[config.mk]
export PLATFORM = sky130hd
export DESIGN_NAME = nano_ctrl_fsm
export DESIGN_NICKNAME = d
export VERILOG_FILES = /design/src/rtl/nano_ctrl_fsm.sv
export SDC_FILE = /design/constraint.sdc
export NUM_CORES = 1
export LEC_CHECK = 0
export ABC_AREA = 1
export CAP_MARGIN = 20
export CORE_MARGIN = 4
export CORE_UTILIZATION = 30
export DETAILED_ROUTE_END_ITERATION = 7
export DONT_BUFFER_PORTS = 1
export PLACE_DENSITY_LB_ADDON = 0.15
export SLEW_MARGIN = 25
export SYNTH_ARGS = -nofsm -noshare
export SYNTH_HDL_FRONTEND = slang
export SYNTH_SLANG_ARGS = --single-unit
[constraint.sdc]
create_clock -name clk -period 1.9 [get_ports clk]
set_clock_uncertainty 0.15 [all_clocks]
set_input_delay 0.285 -clock clk [delete_from_list [all_inputs] [get_ports clk]]
set_output_delay 0.285 -clock clk [all_outputs]
set_load 0.005 [all_outputs]
[src/rtl/nano_ctrl_fsm.sv]
// Multicycle control unit for the 8-bit Nano processor: fetches an instruction
// byte, decodes opcode[7:5] and sequences the datapath and memory handshake.
module nano_ctrl_fsm #(
    parameter int WAIT_MAX = 8,
    parameter int CNT_W    = 16
) (
    input  logic             clk,
    input  logic             reset,
    input  logic             run,
    input  logic [2:0]       opcode,
    input  logic             zero_flag,
    input  logic             mem_ready,
    output logic             mem_req,
    output logic             mem_we,
    output logic             maddr_sel,
    output logic             raddr_sel,
    output logic             wb_sel,
    output logic             alu_sub,
    output logic             reg_we,
    output logic             ir_load,
    output logic             pc_inc,
    output logic             pc_load,
    output logic             halted,
    output logic             bus_err,
    output logic [CNT_W-1:0] retired
);

    localparam logic [3:0] S_IDLE     = 4'd0;
    localparam logic [3:0] S_FETCH    = 4'd1;
    localparam logic [3:0] S_DECODE   = 4'd2;
    localparam logic [3:0] S_EXEC     = 4'd3;
    localparam logic [3:0] S_IMM      = 4'd4;
    localparam logic [3:0] S_JZ_FETCH = 4'd5;
    localparam logic [3:0] S_MEM_RD   = 4'd6;
    localparam logic [3:0] S_MEM_WR   = 4'd7;
    localparam logic [3:0] S_HALT     = 4'd8;
    localparam logic [3:0] S_ERR      = 4'd9;

    localparam logic [2:0] OP_NOP  = 3'b000;
    localparam logic [2:0] OP_ADD  = 3'b001;
    localparam logic [2:0] OP_SUB  = 3'b010;
    localparam logic [2:0] OP_LDI  = 3'b011;
    localparam logic [2:0] OP_LD   = 3'b100;
    localparam logic [2:0] OP_ST   = 3'b101;
    localparam logic [2:0] OP_JZ   = 3'b110;

    localparam int WCW = $clog2(WAIT_MAX + 1);

    logic [3:0]     state, state_next;
    logic [WCW-1:0] wait_cnt;
    logic           in_mem;
    logic           retire;

    always_comb begin
        // NOTE: every output and helper gets a default first so no path leaves
        // a value held, which would otherwise infer a latch.
        state_next = state;
        in_mem     = 1'b0;
        retire     = 1'b0;
        mem_req    = 1'b0;
        mem_we     = 1'b0;
        maddr_sel  = 1'b0;
        raddr_sel  = 1'b0;
        wb_sel     = 1'b0;
        alu_sub    = 1'b0;
        reg_we     = 1'b0;
        ir_load    = 1'b0;
        pc_inc     = 1'b0;
        pc_load    = 1'b0;
        halted     = 1'b0;
        bus_err    = 1'b0;

        case (state)
            S_IDLE: if (run) state_next = S_FETCH;
            S_FETCH: begin
                in_mem  = 1'b1;
                mem_req = 1'b1;
                if (mem_ready) begin
                    ir_load    = 1'b1;
                    pc_inc     = 1'b1;
                    state_next = S_DECODE;
                end
            end
            S_DECODE: begin
                case (opcode)
                    OP_NOP: begin retire = 1'b1; state_next = S_FETCH; end
                    OP_ADD, OP_SUB: state_next = S_EXEC;
                    OP_LDI: state_next = S_IMM;
                    OP_LD:  state_next = S_MEM_RD;
                    OP_ST:  state_next = S_MEM_WR;
                    OP_JZ:  state_next = S_JZ_FETCH;
                    default: begin retire = 1'b1; state_next = S_HALT; end
                endcase
            end
            S_EXEC: begin
                reg_we     = 1'b1;
                alu_sub    = (opcode == OP_SUB);
                retire     = 1'b1;
                state_next = S_FETCH;
            end
            S_IMM: begin
                in_mem  = 1'b1;
                mem_req = 1'b1;
                if (mem_ready) begin
                    wb_sel     = 1'b1;
                    reg_we     = 1'b1;
                    pc_inc     = 1'b1;
                    retire     = 1'b1;
                    state_next = S_FETCH;
                end
            end
            S_JZ_FETCH: begin
                in_mem  = 1'b1;
                mem_req = 1'b1;
                if (mem_ready) begin
                    pc_load    = zero_flag;
                    pc_inc     = !zero_flag;
                    retire     = 1'b1;
                    state_next = S_FETCH;
                end
            end
            S_MEM_RD, S_MEM_WR: begin
                in_mem    = 1'b1;
                mem_req   = 1'b1;
                mem_we    = (state == S_MEM_WR);
                maddr_sel = 1'b1;
                raddr_sel = 1'b1;
                if (mem_ready) begin
                    wb_sel     = (state == S_MEM_RD);
                    reg_we     = (state == S_MEM_RD);
                    retire     = 1'b1;
                    state_next = S_FETCH;
                end
            end
            S_HALT:  halted  = 1'b1;
            S_ERR:   bus_err = 1'b1;
            default: state_next = S_IDLE;
        endcase

        // mem_ready in the last permitted cycle wins over the timeout.
        if (in_mem && !mem_ready && wait_cnt == WCW'(WAIT_MAX - 1))
            state_next = S_ERR;
    end

    always_ff @(posedge clk) begin
        // NOTE: registered state uses non-blocking assignments so every flop
        // samples the pre-edge values regardless of statement order.
        if (reset) begin
            state    <= S_IDLE;
            wait_cnt <= '0;
            retired  <= '0;
        end else begin
            state    <= state_next;
            // Every memory state is entered either from a non-memory state or
            // on a completion, so clearing on those cycles covers every entry.
            wait_cnt <= (in_mem && !mem_ready) ? wait_cnt + WCW'(1) : '0;
            if (retire) retired <= retired + CNT_W'(1);
        end
    end

endmodule
* Word-level counts from Yosys, hierarchy flattened *
Cells that the tools add are included.
W data, S select, Z words.

word-level totals
  register bits = 24
  bits of input ports = 8
  output and inout bits = 28
  word-level logic and storage cells = 71

cells by class
  add/subtract/negate cells = 2
  equality and inequality tests = 23
  multiplexer cells = 23
  bitwise operators = 2
  reduce and logical (&&, ||, !) cells = 17

operators by type and width
  operator                 count
  $pmux W4 S6              2
  $eq A4 B3 Y1 const B     5
  $add A16 B1 Y16 const B  1
  $mux W4                  4
  $mux W1                  13
  $reduce_or A2 Y1         6
  $eq A3 B3 Y1 const B     3
  $eq A4 B2 Y1 const B     2
  $eq A4 B4 Y1 const B     2
  $reduce_and A4 Y1        2
  $eq A3 B2 Y1 const B     2
  $ne A3 B3 Y1 const B     2
  $pmux W1 S3              2
  $reduce_or A6 Y1         1
  $reduce_or A5 Y1         1
  $add A4 B1 Y4 const B    1
  $eq A4 B1 Y1 const B     1
  $logic_not A4 Y1         1
  $ne A2 B1 Y1 const B     2
  $ne A2 B2 Y1 const B     2
  $pmux W1 S2              2
  $reduce_or A4 Y1         1
  $eq A3 B1 Y1 const B     1
  $logic_not A3 Y1         1
  other kinds (4)          7

* Longest topological paths before layout *
  depth after elaboration = 7
  gate-level depth with buffers = 11
  depth with buffers taken out = 10

* Worst setup path after synthesis *
Ideal clock, no wire load.

  kind = reg-to-reg
  start = register retired[1]
  end = register retired[14]
  library setup time = 0.116 ns
  data arrival time = 1.182 ns
  required time = 1.634 ns
  setup slack = 0.452 ns
  stages on the path, launching flop included = 9
  buffers on the path = 0
  period minus slack after synthesis = 1.448 ns
  path through = dfxtp_1 -> ha_1 -> nand2_1 -> nor3_2 -> nand3_1 -> nand2_1 -> nand2_1 -> nand2_2 -> a21oi_1

between the ends
  word-level cells in the longest chain between the ends = 1

RTL lines
  item                      line  text
  start: declaration        25    output logic [CNT_W-1:0] retired
  start signal: assignment  157   if (retire) retired <= retired + CNT_W'(1);
  $add A16 B1 Y16           157

Every way passes these cells.
A chain may end at the register's enable or synchronous reset.

* Final worst setup path *
  start = register state[0]
  end = output pc_inc

between the ends
  word-level cells in the longest chain between the ends = 3
  elaborated cells on any way between the ends = 5
  those cells by class = 3 x eq/ne; 1 x mux; 1 x reduce/logical

RTL lines
  item                                                 line  text
  start: declaration                                   49    logic [3:0] state, state_next;
  start signal: assignment                             153   state <= state_next;
  $eq A4 B3 Y1 / $eq A4 B1 Y1 (equally long branches)  73    case (state)
  $reduce_or A2 Y1 (no source line)                    n/a
  $pmux W1 S2 *                                        73
  end: declaration                                     21    output logic pc_inc,

Every way passes the cells marked *; elsewhere a longest branch is shown, timed or not.

==> impl_metrics.yaml <==
detailed_routing:
  via_count_normalized_by_instance_count: 4.50
  vias: 1318
  detail_route.iter0.violations: 56
  routedWlPerCell_um: 11.9
  firstDrtPassIters: 4
  detail_route.drc_violations: 0
  wl_mm: 3.48
  route.antenna.remaining_nets: 0
power_and_ir_drop:
  power.share.clock: 0.272
  power.switching_w: 0.000477
  combinationalPowerShare: 0.279
  leakagePower_nw: 0.615
  cellInternalPower_w: 0.000838
  seq_power_share: 0.449
  ir_worst_vdd_uv: 277
  switching_share: 0.363
  power.density_mw_per_mm2: 823
critical_path:
  arrival_time_worst_endpoint_ns: 1.23
  rrSetupSlack_ns: 0.25
  criticalPathCategory: "reg2out"
  startpoint_of_the_worst_slack_reg_to_reg_timing_path: "retired[1]"
  reg2regPathDepth: 7
  critPathRequiredTime_ns: 1.46
  crit_fanout: 8
  critPathLaunchType: "flop"
  cp-startpoint: "state[0]"
  timing.critical_path.to_type: "output port"
  critical_path.reg2reg.endpoint: "retired[8]"
grt:
  number_of_antenna_violations_at_the_first_check_in_global_routing: 0
  grt_start_max_net_pins: 20
  first_global_vias: 1261
  grt_pass1_wl_mm: 5.96
  grt_remaining_overflow: 0
  globalRouteTotalUtil: 0.120
clock_tree:
  clk_path_buf_depth: 2
  tritoncts: "done"
  cts.htree.levels: 1
  clk-insertion-delay-late_ns: 0.27
  cts_inserted_buffers: 3
  clock_root_cell: "clkbuf_8"
  cts_num_sinks: 24
  clk_pin_slew_worst_paths_ns: 0.08
timing:
  layout_worst_path_cycle_share: 0.875
  max_freq_ghz: 0.602
  rsz0062_at_grt: "no"
  setup_total_negative_slack_ns: 0
  worst-slew-pin-transition_ns: 0.509
  timing.final.hold_violations: 0
  setup_viol: 0
  min_period_ns: 1.66
  final_critical_path_setup_slack_ns: 0.238
  max-slew-margin-rel: 0.661
  finalMaxSlewViolations: 0
synth:
  yosysSeqAreaShare: 0.324
  synth_warn: 0
  area_share_of_the_leading_cell_type_in_the_synthesized_netlist: 0.324
  netlist_area_mm2: 0.00148
  netlist_instances: 224
  mapped_avg_cell_area_um2: 6.62
  post_synth_num_cell_types: 28
  yosys_reg_bits: 24
  leading_post_synthesis_cells_by_cell_area: "dfxtp_1 32%, nand2_1 13%, nor2_1 9.4%, inv_1 6.3%, nand3_1 5.1%"
  mappedNetlistNets: 234
  asyncSetResetFlopFracSynth: 0
  post-synth-top-area-cell: "dfxtp_1"
  yosys_most_used_dff: "dfxtp_1"
  synth-edff-count: 0
layout:
  post-route-util: 0.336
  nets: 237
  finish.cell_count_without_fillers: 293
  num_antenna_cells: 0
  final_layout_size_suffix_gt1_frac: 0.155
  multiInputGateArea_um2: 847
  area.sequential_um2: 482
  syn2layout_area_growth_pct: 7.76
  filler_cell_count: 534
floorplanning:
  fp-row-count: 25
  start_util: 0.312
  fp.dieW_um: 78.3
  core_region_area_mm2: 0.00475
  floorplan.io_pins: 36
  chipHeight_um: 78.3
  floorplan.die_area_mm2: 0.00613
place:
  dp_worst_setup_slack_ns: 0.257
  place.detailed.instances: 288
  numPortBuffers: 0
  gp_routability_congestion: 0.859
  place_hpwl_mm: 2.65
worst_hold_path:
  min_delay_worst_endpoint: "state[2]"
  hold-path-cell-count: 4
  hold_path.class: "in2reg"
  timing.hold.worst.start: "opcode[1]"
run_status:
  status: "finished, final reports clean"
run:
  cap_violations: 0
-- stage by stage --
stage | hold slack (ns) | power (W) | instance area [um^2]
floorplan | 0.197 | 0.000924 | 1480
CTS | 0.181 | 0.00133 | 1600
global placement | 0.199 | 0.000976 | 1530
detailed placement | 0.201 | 0.000968 | 1530
global route | 0.213 | 0.00141 | 1600
finish | 0.183 | 0.00132 | 1600
-- Yosys cell counts, types with 4 or more instances --
library cell	n
dfxtp_1	24
o21ai_0	5
inv_2	5
nand2_2	8
a21oi_1	12
nor2_1	37
inv_1	25
nor2_2	4
o21ai_1	5
nor3_1	7
nand3_1	15
nand2_1	51
-- critical path: stages (launching register included) --
cell     delay, ns
dfxtp_2       0.40
inv_2         0.08
nor2_2        0.11
nand2_1       0.12
a31oi_1       0.25
-- how the worst max path moves through the flow --
stage                        endpoint  cells past startpoint
final                          pc_inc                      4
after global routing      retired[14]                      8
after detailed placement   retired[8]                      7
after floorplan           retired[14]                      8
after global placement     retired[8]                      7
after CTS                      pc_inc                      4
-- what timing repair did --
| action | in CTS | in global routing |
|---|---|---|
| gates resized for setup | 0 | 1 |
| hold endpoints to repair | 4 | 0 |
| buffers inserted | 0 | 0 |
| hold buffers | 1 | 0 |
| endpoints found under the setup margin | 0 | 1 |
-- cells by family (layout without fill, tap and decap cells) --
logic type / after synthesis / count (layout) / share of synthesized area
XOR/XNOR: 2 / 2 / 0.0118
buffers and inverters: 34 / 36 / 0.105
AO/OA/AOI/OAI: 26 / 26 / 0.0987
flip-flops: 24 / 24 / 0.324
AND/OR/NAND/NOR: 136 / 136 / 0.444
adder cells (fa/ha/maj): 2 / 2 / 0.0169
-- power groups by stage --
stage / combinational, W / sequential, W / clock (W)
2_1_floorplan: 0.000347 / 0.000577 / 0
3_3_place_gp: 0.000377 / 0.000599 / 0
3_5_place_dp: 0.000367 / 0.000601 / 0
4_1_cts: 0.000372 / 0.000589 / 0.000370
5_1_grt: 0.000421 / 0.000599 / 0.000393
6_report: 0.000367 / 0.000591 / 0.000358
-- area by class of cell --
cell class | instances | share of cell area
tap | 67 | 0.0525
inverter | 30 | 0.0705
clock buffer | 4 | 0.0345
multi-input combinational | 166 | 0.530
timing repair buffer | 2 | 0.0110
sequential | 24 | 0.301
-- cells in the final DEF (no fill, tap or decap) --
cell           count
inv_1             25
nand4_1            3
buf_4              1
nand2_4            1
nor2_4             2
dfxtp_1           23
nor2_2             4
nand2_8            1
nor3b_2            1
nand2_1           51
a21oi_2            1
nor2_1            37
nand2_2            8
nand3_1           15
o21ai_0            5
dfxtp_2            1
nand3b_1           1
clkbuf_8           4
a32oi_1            1
a31oi_2            1
o21ai_1            5
ha_1               2
nand3_2            3
a21oi_1           12
nor3_1             7
dlygate4sd3_1      1
inv_2              5
nor3_2             2
a31oi_1            1
xor2_1             2
-- metal layers --
| metal | GRT usage | share of wire | vias up |
|---|---|---|---|
| met5 | 0 | 0 | - |
| met1 | 0.155 | 0.48 | 570 |
| met2 | 0.184 | 0.42 | 29 |
| li1 | - | - | 714 |
| met4 | 0.0472 | 0.016 | 0 |
| met3 | 0.0390 | 0.084 | 5 |
-- registers in the layout, indices dropped and copies added, names as in the netlist --
signal	cells
retired	16
state	4
wait_cnt	4
Note: power is estimated with default switching activity, not from simulation.
